<file path="config.mk">
export PLATFORM = sky130hd
export DESIGN_NAME = multiply_num
export DESIGN_NICKNAME = d
export VERILOG_FILES = /design/src/rtl/multiply_num.sv
export SDC_FILE = /design/constraint.sdc
export NUM_CORES = 1
export LEC_CHECK = 0
export ABC_AREA = 1
export CAP_MARGIN = 20
export CORE_MARGIN = 10
export CORE_UTILIZATION = 48
export DETAILED_ROUTE_END_ITERATION = 7
export PLACE_DENSITY = 0.7
export SETUP_SLACK_MARGIN = 0.05
export SYNTH_ARGS = -nofsm -noshare
export SYNTH_HDL_FRONTEND = slang
export SYNTH_SLANG_ARGS = --single-unit
export TNS_END_PERCENT = 100
</file>
<file path="constraint.sdc">
create_clock -name clk -period 10.3 [get_ports clk]
set_input_delay 2.575 -clock clk [delete_from_list [all_inputs] [get_ports clk]]
set_output_delay 2.575 -clock clk [all_outputs]
set_load 0.1 [all_outputs]
</file>
<file path="src/rtl/multiply_num.sv">
// multiply_num: sequential shift-add multiplier, product = multiplicand*multiplier + addend, one step per clock
module multiply_num #(
   parameter int N = 16
) (
   input  logic           clk,
   input  logic           reset,
   input  logic           enable,
   input  logic [N-1:0]   multiplicand,
   input  logic [N-1:0]   multiplier,
   input  logic [N-1:0]   addend,
   output logic [2*N-1:0] product,
   output logic           fits_n,
   output logic           checkflag,
   output logic           busy
);
   localparam int CW = (N > 1) ? $clog2(N) : 1;
   localparam logic [CW-1:0] LAST = CW'(N - 1);
   typedef enum logic [1:0] {IDLE, CALC, DONE} state_t;
   state_t state;
   logic [2*N-1:0] acc, mcand, acc_nx;
   logic [N-1:0] mplier;
   logic [CW-1:0] count;
   assign acc_nx = mplier[0] ? acc + mcand : acc;
   always_ff @(posedge clk or posedge reset)
      if (reset) begin
         state     <= IDLE;
         acc       <= '0;
         mcand     <= '0;
         mplier    <= '0;
         count     <= '0;
         product   <= '0;
         fits_n    <= 1'b0;
         checkflag <= 1'b0;
         busy      <= 1'b0;
      end else
         case (state)
            IDLE:
               if (enable) begin
                  acc    <= {{N{1'b0}}, addend};
                  mcand  <= {{N{1'b0}}, multiplicand};
                  mplier <= multiplier;
                  count  <= '0;
                  busy   <= 1'b1;
                  state  <= CALC;
               end
            CALC:
               if (!enable) begin
                  busy  <= 1'b0;
                  state <= IDLE;
               end else begin
                  acc    <= acc_nx;
                  mcand  <= mcand << 1;
                  mplier <= mplier >> 1;
                  count  <= count + 1'b1;
                  if (count == LAST) begin
                     product   <= acc_nx;
                     fits_n    <= acc_nx[2*N-1:N] == '0;
                     checkflag <= 1'b1;
                     busy      <= 1'b0;
                     state     <= DONE;
                  end
               end
            DONE:
               if (!enable) begin
                  checkflag <= 1'b0;
                  state     <= IDLE;
               end
            default: state <= IDLE;
         endcase
endmodule

</file>
==> flow_summary.json <==
{
  "status": "complete, no violations",
  "cp-start-kind": "register",
  "grt_max_degree": 71,
  "portBuffers": 85,
  "syn_area_um2": 7670,
  "end_kind": "output pin",
  "power.leakage_nw": 4.763,
  "period_needed_ns": 4.584,
  "power_frac_seq": 0.364,
  "max-cap-violations": 0,
  "drt_first_pass_iters": 5,
  "netlist_instances": 1102,
  "wl_per_cell_um": 14.82,
  "grt_pass1_vias": 6935,
  "yosysTopAreaCellShare": 0.3948,
  "path_clk_slew_ns": 0.06,
  "dp_hpwl_um": 14940,
  "powerDensity_nw_per_um2": 158.9,
  "combPwrFrac": 0.226,
  "synthToLayoutAreaGrowth_pct": 21.52,
  "crit_start": "product[16]",
  "fin_nets": 1263,
  "diodes": 0,
  "h-tree-depth": 4,
  "worstHoldStart": "mplier[13]",
  "drive_above_1_share": 0.06460,
  "path_max_fanout": 2,
  "placementRows": 46,
  "ant_nets": 0,
  "hold_buffers": 0,
  "start_util": 0.4864,
  "n_fill_cell": 1484,
  "rsz0062_at_grt": "no",
  "skew_ns": 0.01707,
  "finalCritPeriodShare": 0.4450,
  "cts_tree": "yes",
  "slowest_delay_ns": 1.17,
  "r2r_start": "mplier[0]",
  "insertion_delay_ns": 0.44,
  "yosysTopAreaCell": "dfrtp_1",
  "power.total_mw": 1.481,
  "finalHoldViolCount": 0,
  "postCtsResizedCells": 0,
  "drc_errors": 0,
  "grt_pass1_wl_um": 34750,
  "dieArea_um2": 21430,
  "cell_internal_pwr_mw": 1.001,
  "crit_chain": "clkdlybuf4s50_1",
  "max_slew.worst_pin.slew_ns": 1.067,
  "slew_headroom": 0.2879,
  "antenna_found_initial": 0,
  "ys.warnings.count": 0,
  "drtIter0Drc": 526,
  "vias": 7115,
  "die_w_um": 146.4,
  "switchingPower_uw": 480.4,
  "overflow": 0,
  "cp_slowest_cell": "clkdlybuf4s50_1",
  "clock_power_share": 0.410,
  "hold_end": "mplier[12]",
  "hp-class": "reg -> reg",
  "critical_path_buf_inv_count": 1,
  "max_freq_mhz": 218.2,
  "synthDistinctLibCells": 36,
  "setup_viol": 0,
  "clock_sinks": 121,
  "worstPathRequired_ns": 7.73,
  "synth.area.top_cells": "dfrtp_1 (39%), nand2_1 (19%), inv_1 (9.6%), ha_1 (5.2%), o21ai_0 (4.2%)",
  "coreArea_um2": 15770,
  "io_pins": 86,
  "syn_nets": 1186,
  "viasPerCell": 5.053,
  "critPathKind": "reg -> out",
  "cts_buffer_depth": 2,
  "cp_top_family": "buffers and inverters",
  "cts_buffers": 17,
  "r2r_end": "fits_n",
  "fp.dieH_um": 146.4,
  "tns_ns": 0,
  "track_usage": 0.1976,
  "hold_depth": 2,
  "clockRootBuffer": "clkbuf_16",
  "synth-seq-cells": 121,
  "maxSlewViolCount": 0,
  "crit_arrival_ns": 2.01,
  "seq_area_frac_synth": 0.3948,
  "ir_drop_mv": 0.1153,
  "routabilityCongestion": 0.9272,
  "routed_wl_um": 20860,
  "post_cts_buffers": 0,
  "r2r_slack_ns": 7.39,
  "syn_area_per_cell_um2": 6.960,
  "switching_share": 0.3244,
  "r2r_cells": 9
}
cell families (layout without fill, tap and decap cells):
| family | Yosys count | count (layout) | share of synthesized area |
|---|---|---|---|
| and+or+nand+nor | 536 | 536 | 0.2936 |
| AOI/OAI and AO/OA | 163 | 163 | 0.1245 |
| DFF | 121 | 121 | 0.3948 |
| buffers and inverters | 234 | 324 | 0.1152 |
| adders and majority gates | 33 | 33 | 0.05481 |
| xor gates and xnor gates | 15 | 15 | 0.01713 |
worst max-delay path by stage:
stage                   to  slack, ns  cells after the start
5_1_grt        product[14]       5.68                      9
2_1_floorplan       acc[0]       4.51                      1
3_5_place_dp   product[22]       5.10                      8
6_report       product[16]       5.72                      1
3_3_place_gp   product[23]       5.17                      8
4_1_cts        product[17]       5.55                      8
power by group through the flow:
stage / sequential, mW / combinational [mW] / clock, mW
2_1_floorplan: 0.545 / 0.238 / 0
3_3_place_gp: 0.547 / 0.326 / 0
3_5_place_dp: 0.546 / 0.330 / 0
4_1_cts: 0.539 / 0.334 / 0.611
5_1_grt: 0.544 / 0.376 / 0.632
6_report: 0.539 / 0.334 / 0.607
synth_stat cells:
cell type / n
nand2_1: 386
inv_1: 196
dfrtp_1: 121
o21ai_0: 65
nor2_1: 50
nand3_1: 47
a21oi_1: 39
ha_1: 32
clkbuf_1: 24
o211ai_1: 18
o22ai_1: 17
o221ai_1: 16
nand2_2: 13
xor2_1: 13
nor2_2: 9
nor3_1: 9
nand3_2: 6
buf_1: 5
nand3b_1: 5
buf_2: 4
nand4_1: 4
clkinv_1: 3
nor2_4: 3
o21ai_1: 3
inv_2: 2
xnor2_1: 2
a211oi_1: 1
a21o_1: 1
fa_1: 1
nand2_4: 1
nand3b_2: 1
nor4_2: 1
o21a_1: 1
o21bai_1: 1
o31ai_1: 1
or2_2: 1
registers in the layout, summed over array words and instances, names as in the netlist:
name	count
checkflag	1
busy	1
mplier	16
state	2
product	32
mcand	32
acc	32
fits_n	1
count	4
layout by cell type (no fill, tap or decap), types with 18 or more instances in the layout:
master / n
ha_1: 32
a21oi_1: 39
o21ai_0: 65
inv_1: 195
nand3_1: 47
nor2_1: 49
clkdlybuf4s50_1: 85
o211ai_1: 18
dfrtp_1: 121
nand2_1: 386
through the flow:
stage               worst slack (ns)  utilization  cells  cell area (µm²)  hold WS, ns
CTS                            5.554       0.5897   1407             9300       0.4810
finish                         5.716       0.5910   1408             9320       0.4736
floorplan                      4.511            -   1102             7670       0.4524
detailed placement             5.099       0.5520   1375             8705       0.4690
global route                   5.675       0.5910   1408             9320       0.4979
global placement               5.171       0.5520   1375             8705       0.4693
area by class of cell:
| cell class | instances | area (µm²) | share of cell area |
|---|---|---|---|
| repair buffers | 91 | 908.4 | 0.09746 |
| flip-flops and latches | 121 | 3028 | 0.3249 |
| inverters | 201 | 757.0 | 0.08122 |
| multi-input cells | 747 | 3761 | 0.4035 |
| well taps | 216 | 270.3 | 0.02900 |
| clock buffers | 19 | 452.9 | 0.04860 |
| clock inverters | 13 | 142.6 | 0.01530 |
metal layers:
metal  share of wire  vias up  GRT usage  wire (µm)
met5               0        -          0          0
met4           0.016        0    0.06456        336
met3           0.056       33    0.04048       1172
met2            0.45      189     0.3071       9368
met1            0.48     3277     0.2692       9984
li1                -     3616          -          -
Power figures use the tool's default switching activity.
